===== src/rtl/soc_bus_hub.sv =====
// SoC glue: CPU bus decode onto RAM/VRAM, derived clock generation and
// a scanned 4-digit seven-segment display of one of eight debug words.
module soc_bus_hub #(
    parameter int HALF_5MHZ  = 10,
    parameter int HALF_1MS   = 50_000,
    parameter int HALF_10MS  = 500_000,
    parameter int HALF_100MS = 5_000_000,
    parameter int SCAN_BIT   = 18
) (
    input  logic        mclk,
    input  logic        clr,
    input  logic        mem_w,
    input  logic [31:0] cpu_address,
    input  logic [31:0] cpu2bus,
    output logic [31:0] bus2cpu,
    input  logic [31:0] ram2bus,
    output logic        ram_w,
    output logic [11:0] ram_address,
    output logic [31:0] bus2ram,
    input  logic [7:0]  vram2bus,
    output logic        vram_w,
    output logic [15:0] vram_address,
    output logic [7:0]  bus2vram,
    output logic        clk25,
    output logic        clk5mhz,
    output logic        clk1ms,
    output logic        clk10ms,
    output logic        clk100ms,
    output logic        clk190,
    input  logic        high,
    input  logic [2:0]  sel,
    input  logic [31:0] input0,
    input  logic [31:0] input1,
    input  logic [31:0] input2,
    input  logic [31:0] input3,
    input  logic [31:0] input4,
    input  logic [31:0] input5,
    input  logic [31:0] input6,
    input  logic [31:0] input7,
    output logic [6:0]  a_to_g,
    output logic [3:0]  an,
    output logic        dp
);

    logic        w_is_vram;
    logic [31:0] r_free_cnt;
    logic [31:0] w_free_next;
    logic        w_scan_rise;
    logic [1:0]  r_idx;
    logic [3:0]  w_div_out;
    logic [31:0] w_word;
    logic [15:0] w_half;
    logic [3:0]  w_nibble;

    // Only the 0xC000xxxx window maps to VRAM; everything else goes to RAM.
    assign w_is_vram    = (cpu_address[31:16] == 16'hC000);
    assign ram_address  = cpu_address[13:2];
    assign vram_address = cpu_address[15:0];
    assign bus2ram      = cpu2bus;
    assign bus2vram     = cpu2bus[7:0];
    assign ram_w        = mem_w & ~w_is_vram;
    assign vram_w       = mem_w & w_is_vram;
    assign bus2cpu      = w_is_vram ? {24'h0, vram2bus} : ram2bus;

    assign w_free_next = r_free_cnt + 32'd1;
    // Detect the 0->1 transition on the value being loaded, so idx moves on the same edge.
    assign w_scan_rise = w_free_next[SCAN_BIT] & ~r_free_cnt[SCAN_BIT];

    // NOTE: sequential state uses non-blocking assignments so all registers update from pre-edge values.
    always_ff @(posedge mclk) begin
        if (clr) begin
            r_free_cnt <= '0;
            r_idx      <= '0;
        end else begin
            r_free_cnt <= w_free_next;
            if (w_scan_rise)
                r_idx <= r_idx + 2'd1;
        end
    end

    assign clk25  = r_free_cnt[1];
    assign clk190 = r_free_cnt[SCAN_BIT];

    for (genvar g = 0; g < 4; g++) begin : g_div
        localparam int HALF = (g == 0) ? HALF_5MHZ :
                              (g == 1) ? HALF_1MS  :
                              (g == 2) ? HALF_10MS : HALF_100MS;
        localparam logic [31:0] L_TOP = 32'(HALF - 1);
        logic [31:0] r_cnt;
        logic        r_tgl;

        always_ff @(posedge mclk) begin
            if (clr) begin
                r_cnt <= '0;
                r_tgl <= 1'b0;
            end else if (r_cnt == L_TOP) begin
                r_cnt <= '0;
                r_tgl <= ~r_tgl;
            end else begin
                r_cnt <= r_cnt + 32'd1;
            end
        end

        assign w_div_out[g] = r_tgl;
    end

    assign clk5mhz  = w_div_out[0];
    assign clk1ms   = w_div_out[1];
    assign clk10ms  = w_div_out[2];
    assign clk100ms = w_div_out[3];

    // NOTE: every always_comb output gets a default first so no path can infer a latch.
    always_comb begin
        w_word = input0;
        case (sel)
            3'd1: w_word = input1;
            3'd2: w_word = input2;
            3'd3: w_word = input3;
            3'd4: w_word = input4;
            3'd5: w_word = input5;
            3'd6: w_word = input6;
            3'd7: w_word = input7;
            default: w_word = input0;
        endcase
    end

    assign w_half = high ? w_word[31:16] : w_word[15:0];

    always_comb begin
        w_nibble = w_half[3:0];
        case (r_idx)
            2'd1: w_nibble = w_half[7:4];
            2'd2: w_nibble = w_half[11:8];
            2'd3: w_nibble = w_half[15:12];
            default: w_nibble = w_half[3:0];
        endcase
    end

    assign an = ~(4'b0001 << r_idx);
    assign dp = 1'b1;

    always_comb begin
        a_to_g = 7'b1111111;
        case (w_nibble)
            4'h0: a_to_g = 7'b0000001;
            4'h1: a_to_g = 7'b1001111;
            4'h2: a_to_g = 7'b0010010;
            4'h3: a_to_g = 7'b0000110;
            4'h4: a_to_g = 7'b1001100;
            4'h5: a_to_g = 7'b0100100;
            4'h6: a_to_g = 7'b0100000;
            4'h7: a_to_g = 7'b0001111;
            4'h8: a_to_g = 7'b0000000;
            4'h9: a_to_g = 7'b0000100;
            4'hA: a_to_g = 7'b0001000;
            4'hB: a_to_g = 7'b1100000;
            4'hC: a_to_g = 7'b0110001;
            4'hD: a_to_g = 7'b1000010;
            4'hE: a_to_g = 7'b0110000;
            4'hF: a_to_g = 7'b0111000;
            default: a_to_g = 7'b1111111;
        endcase
    end

endmodule


===== config.mk =====
export PLATFORM = sky130hd
export DESIGN_NAME = soc_bus_hub
export DESIGN_NICKNAME = d
export VERILOG_FILES = /design/src/rtl/soc_bus_hub.sv
export SDC_FILE = /design/constraint.sdc
export NUM_CORES = 1
export LEC_CHECK = 0
export CAP_MARGIN = 10
export CORE_AREA = 2 2 187 189
export DETAILED_ROUTE_END_ITERATION = 8
export DIE_AREA = 0 0 189 191
export SYNTH_ARGS = -nofsm -noshare
export SYNTH_HDL_FRONTEND = slang
export SYNTH_SLANG_ARGS = --single-unit

===== constraint.sdc =====
create_clock -name mclk -period 3 [get_ports mclk]
set_input_delay 0.3 -clock mclk [delete_from_list [all_inputs] [get_ports mclk]]
set_output_delay 0.3 -clock mclk [all_outputs]
set_load 0.01 [all_outputs]

* Yosys cells after proc, flatten, opt, wreduce, memory -nomap -nowiden *
Memory sizes are Yosys's and may differ from the RTL's.
Index checks and enable logic that the tools add are counted.

cells by class
  add/sub/neg operators = 6
  equal/unequal tests = 15
  shift operators = 1
  multiplexer cells = 4
  bitwise operators = 10
  reduce and logical (&&, ||, !) cells = 4

operator list
  cell                   count
  $pmux 32 s7            1
  $add 32x1->32 const B  5
  $eq 32x16->1 const B   1
  $eq 32x19->1 const B   1
  $eq 32x23->1 const B   1
  $eq 32x4->1 const B    1
  $mux 32                1
  $eq 16x16->1 const B   1
  $mux 16                1
  $eq 3x3->1 const B     4
  $pmux 4 s3             1
  $reduce_or 2->1        4
  $eq 3x2->1 const B     2
  $not 1->1              6
  $eq 2x2->1 const B     2
  $not 4->4              1
  $shl 1x2->4 const A    1
  $and 1x1->1            3
  $eq 3x1->1 const B     1
  $add 2x1->2 const B    1
  $eq 2x1->1 const B     1

storage, ports and cells
  flip-flop bits (word level) = 166
  memory bits (read-only) = 112
  input port bits = 367
  output and inout bits = 120
  logic and storage cells = 51
  memories kept = 1

memory list
  name             depth  bits a word  rd ports  clocked after memory_dff  wr ports  line  RTL
  (no name shown)  16     7            1         0                         0         144   case (w_nibble)

* Depth between registers and ports, before layout *
An unclocked memory read counts as a cell.

  depth in word-level cells = 5
  mapped depth = 16
  depth with buffers taken out = 11

* Worst setup path after synthesis *
Ideal clock, no wire load.

  kind = input to output
  start = input sel[0]
  end = output a_to_g[6]
  data arrival time = 2.789 ns
  required time = 2.700 ns
  slack = -0.089 ns
  stages on the path = 14
  path through = buf_2 > buf_4 > buf_4 > buf_2 > mux2_2 > a221oi_1 > o22ai_1 > o211a_1 > nor2_1 > a22oi_1 > ha_1 > inv_1 > nor3b_1 > a211o_1

between the ends
  longest elaborated chain between the ends = 5
  elaborated cells on any way between the ends = 11

ends and longest elaborated chain
  element                             line  RTL
  from (decl)                         31    input logic [2:0] sel,
  $eq 3x3->1 (tied with other cells)  115   case (sel)
  $pmux 32 s7 *                       115
  $mux 16 *                           127   assign w_half = high ? w_word[31:16] : w_word[15:0];
  $pmux 4 s3 *                        131   case (r_idx)
  $mem_v2 16x7 *                      --
  to (decl)                           40    output logic [6:0] a_to_g,

Mark *: on every way between the ends. The rest lies on a longest branch, timed or not.

* Worst setup path after layout *
  start = input input5[13]
  end = output a_to_g[3]

between the ends
  longest elaborated chain between the ends = 4

ends and longest elaborated chain
  element       line  RTL
  from (decl)   37    input logic [31:0] input5,
  $pmux 32 s7   115
  $mux 16       127
  $pmux 4 s3    131
  $mem_v2 16x7  --

No other way between the ends.

==> qor.json <==
{
  "run_status": {"value": "finished, violations left"},
  "failed_checks": {"value": "negative setup slack"},
  "layout-area-overhead-vs-synth": {"value": 54.7, "unit": "%"},
  "non_filler_instances": {"value": 2078},
  "worst_skew_pair.late_latency": {"value": 0.42, "unit": "ns"},
  "post-route-cell-area": {"value": 0.0156, "unit": "sq mm"},
  "cts.root.buffer_cell": {"value": "sky130_fd_sc_hd__clkbuf_16"},
  "i_o_buffers": {"value": 369},
  "grt_start_max_net_pins": {"value": 35},
  "detail_route.iter0.violations": {"value": 662},
  "gp_congestion": {"value": 0.929},
  "worstSetupPathType": {"value": "input pin to output port"},
  "min_period_over_period": {"value": 103, "unit": "%"},
  "initial_core_util": {"value": 29.6, "unit": "%"},
  "total_leakage_power": {"value": 5.86, "unit": "nW"},
  "die-area": {"value": 0.0361, "unit": "sq mm"},
  "grt_antenna_before_repair": {"value": 4},
  "die_h": {"value": 191, "unit": "um"},
  "timing_max_transition_violations_final": {"value": 0},
  "max_cap_viol_count": {"value": 0},
  "top_level_ports": {"value": 487},
  "path_cells": {"value": "clkdlybuf4s50_1 -> mux2i_1 -> o2bb2ai_1 -> a221oi_1 -> o21ai_1 -> a31oi_2 -> a22oi_2 -> buf_4 -> ha_1 -> mux2i_1 -> mux2i_1 -> buf_2"},
  "clock_pin_slew_on_the_worst_setup_and_hold_paths": {"value": 0.06, "unit": "ns"},
  "crit_path_top_delay_cell": {"value": "sky130_fd_sc_hd__clkdlybuf4s50_1"},
  "clock_buffer_count_from_cts": {"value": 17},
  "synth-async-reset-ratio": {"value": 0, "unit": "%"},
  "routed_via_density": {"value": 5.06},
  "most-common-layout-cells": {"value": "sky130_fd_sc_hd__clkdlybuf4s50_1, sky130_fd_sc_hd__nor2_1, sky130_fd_sc_hd__dfxtp_1"},
  "hold_viol_final": {"value": 0},
  "overflow_after_grt": {"value": 0},
  "timing.critical_path.required": {"value": 2.70, "unit": "ns"},
  "cts.sink_count": {"value": 153},
  "h_tree_level_count": {"value": 4},
  "max_freq": {"value": 0.323, "unit": "GHz"},
  "synthCells": {"value": 1219},
  "placedInstanceArea": {"value": 0.0145, "unit": "sq mm"},
  "synth_nets": {"value": 1604},
  "setup-violations-final": {"value": 7},
  "worstSetupStartpointType": {"value": "input pin"},
  "cell_type_with_the_highest_occurrence_count_on_the_critical_path": {"value": "sky130_fd_sc_hd__mux2i_1"},
  "crit_fanout": {"value": 4},
  "n_fill_cell": {"value": 3350},
  "number_of_warnings_printed_during_yosys_synthesis": {"value": 0},
  "dpl.hpwl": {"value": 36300, "unit": "um"},
  "post_synth_instance_area": {"value": 0.0101, "unit": "sq mm"},
  "ir_worst_vdd": {"value": 381, "unit": "uV"},
  "worst_slack": {"value": -0.0998, "unit": "ns"},
  "grt_first_pass_wirelength": {"value": 64500, "unit": "um"},
  "worstMarginPinSlew": {"value": 0.628, "unit": "ns"},
  "core_area": {"value": 0.0341, "unit": "sq mm"},
  "synth_seq_cells": {"value": 153},
  "multi_input_comb_area": {"value": 0.00632, "unit": "sq mm"},
  "detail_route.wirelength": {"value": 44800, "unit": "um"},
  "post-route-min-period": {"value": 3.10, "unit": "ns"},
  "post_route_cells_drive_above_1_share": {"value": 16.7, "unit": "%"},
  "number_of_synthesized_flops_with_an_enable_pin": {"value": 0},
  "worstHoldPathType": {"value": "flop to flop"},
  "setup-tns-final": {"value": -0.521, "unit": "ns"},
  "final_common_cell": {"value": "sky130_fd_sc_hd__clkdlybuf4s50_1"},
  "global_route.usage.total": {"value": 23.9, "unit": "%"},
  "num_rows": {"value": 68},
  "detailedRoute.firstPassIterationCount": {"value": 5},
  "remaining_antenna_violation_count_after_routing": {"value": 0},
  "synth_area_per_cell": {"value": 8.29, "unit": "sq um"},
  "route.detailed.wl_per_inst": {"value": 21.5, "unit": "um"},
  "drc_errors": {"value": 0},
  "rsz0062_at_grt": {"value": "true"},
  "fin_worst_skew": {"value": 0.0102, "unit": "ns"},
  "cts_tree": {"value": "yes"},
  "critical_path.top_delay_family": {"value": "compound AO/OA/AOI/OAI gates"},
  "fin_nets": {"value": 1991},
  "dr_total_vias": {"value": 10500},
  "worst-endpoint-arrival": {"value": 2.80, "unit": "ns"},
  "critPathMaxStageDelay": {"value": 0.49, "unit": "ns"},
  "synth_seq_area_share": {"value": 30.3, "unit": "%"},
  "grt_pass1_vias": {"value": 10400},
  "endpoint_kind": {"value": "output port"},
  "die_w": {"value": 189, "unit": "um"},
  "synth_cell_type_count": {"value": 62},
  "synth_top_flop_cell": {"value": "sky130_fd_sc_hd__dfxtp_1"},
  "ctsLongestPathBuffers": {"value": 2},
  "path_buf_inv": {"value": 3},
  "power.density_cell_area": {"value": 362, "unit": "mW/mm^2"},
  "place_inst": {"value": 2020},
  "final-seq-area": {"value": 0.00306, "unit": "sq mm"},
  "slew_headroom": {"value": 57.7, "unit": "%"}
}
-- layer usage --
metal  global-route usage, %  routed length (um)
met5                    2.34                 113
met3                    11.0                4720
met1                    29.4               19100
met4                    6.70                1140
met2                    37.3               19700
-- report_power, final --
part | switching, mW | internal [mW] | total (mW)
sequential | 0.0158 | 2.05 | 2.06
clock | 0.859 | 1.33 | 2.19
combinational | 0.574 | 0.830 | 1.40
-- metrics by stage --
stage               power (mW)  utilization [%]  hold WS [ns]  setup WS, ns
finish                    5.66             45.8         0.433       -0.0998
CTS                       5.70             45.5         0.440       -0.0774
detailed placement        3.40             42.5         0.431        -0.753
global placement          3.40             42.5         0.422        -0.757
global route              5.88             45.8         0.461        -0.167
floorplan                 2.65                -         0.411       -0.0288
-- state kept, by name, indices dropped and copies added (netlist names) --
register / count
clk100ms: 1
clk10ms: 1
clk1ms: 1
clk5mhz: 1
g_div.r_cnt: 128
r_free_cnt: 19
r_idx: 2
-- cell usage after synthesis, drive strengths merged (10+ instances only) --
master,n,area [sq um]
a31oi,10,62.6
a221oi,24,210
nor3,13,65.1
nand2,64,240
buf,98,692
a221o,11,110
o21ai,37,185
o2bb2ai,10,87.6
nor2b,13,81.3
and3,26,163
and2,32,200
nand3,60,300
mux4,10,225
nor4,22,138
a22oi,15,113
clkbuf,39,146
xnor2,46,403
a21oi,24,120
ha,18,225
xor2,81,709
dfxtp,153,3060
mux2i,35,350
inv,33,124
or3,16,100
nand4,40,250
mux2,39,443
nor2,172,646
-- final timing paths --
path / from / to / slack, ns / cells past startpoint
max: input5[13] / a_to_g[3] / -0.1 / 12
min: r_free_cnt[0] / r_free_cnt[0] / 0.43 / 1
min reg2reg: r_free_cnt[0] / r_free_cnt[0] / 0.43 / 1
max reg2reg: g_div[1].r_cnt[7] / g_div[1].r_cnt[31] / 0.50 / 7
-- cell type report --
cell class / count / area share [%]
diodes: 4 / 0.0641
clock buffers: 18 / 2.81
clock inverters: 14 / 1.10
inverters: 33 / 0.809
multi-input cells: 896 / 40.4
flip-flops and latches: 153 / 19.6
well taps: 455 / 3.64
repair buffers: 505 / 31.5
-- worst register-to-register path, cell delays in order (launching register included) --
cell and delay [ns]:
sky130_fd_sc_hd__dfxtp_1 0.42, sky130_fd_sc_hd__and4_1 0.32, sky130_fd_sc_hd__nand4_1 0.11, sky130_fd_sc_hd__nor4_1 0.53
sky130_fd_sc_hd__nor2b_1 0.32, sky130_fd_sc_hd__nand3_1 0.22, sky130_fd_sc_hd__or3_1 0.39, sky130_fd_sc_hd__a21oi_1 0.13
-- what timing repair did --
item,in CTS,in global routing
hold buffers,0,0
gates resized for setup,100,24
gates cloned,2,0
pin swaps,19,9
setup endpoints to repair,7,7
setup buffers,19,2
hold endpoints to repair,0,0
-- kinds of logic (layout without fill, tap and decap cells) --
family / after synthesis / count (layout) / synth area share [%]
AOI/OAI and AO/OA: 174 / 174 / 12.6
xor gates and xnor gates: 127 / 127 / 11.0
adders and majority gates: 18 / 18 / 2.23
buffers and inverters: 170 / 570 / 9.52
DFF: 153 / 153 / 30.3
muxes: 84 / 84 / 10.1
other: 1 / 5 / 0.0371
and+or+nand+nor: 492 / 492 / 24.2
No activity file was read; power rests on OpenSTA's default activity.
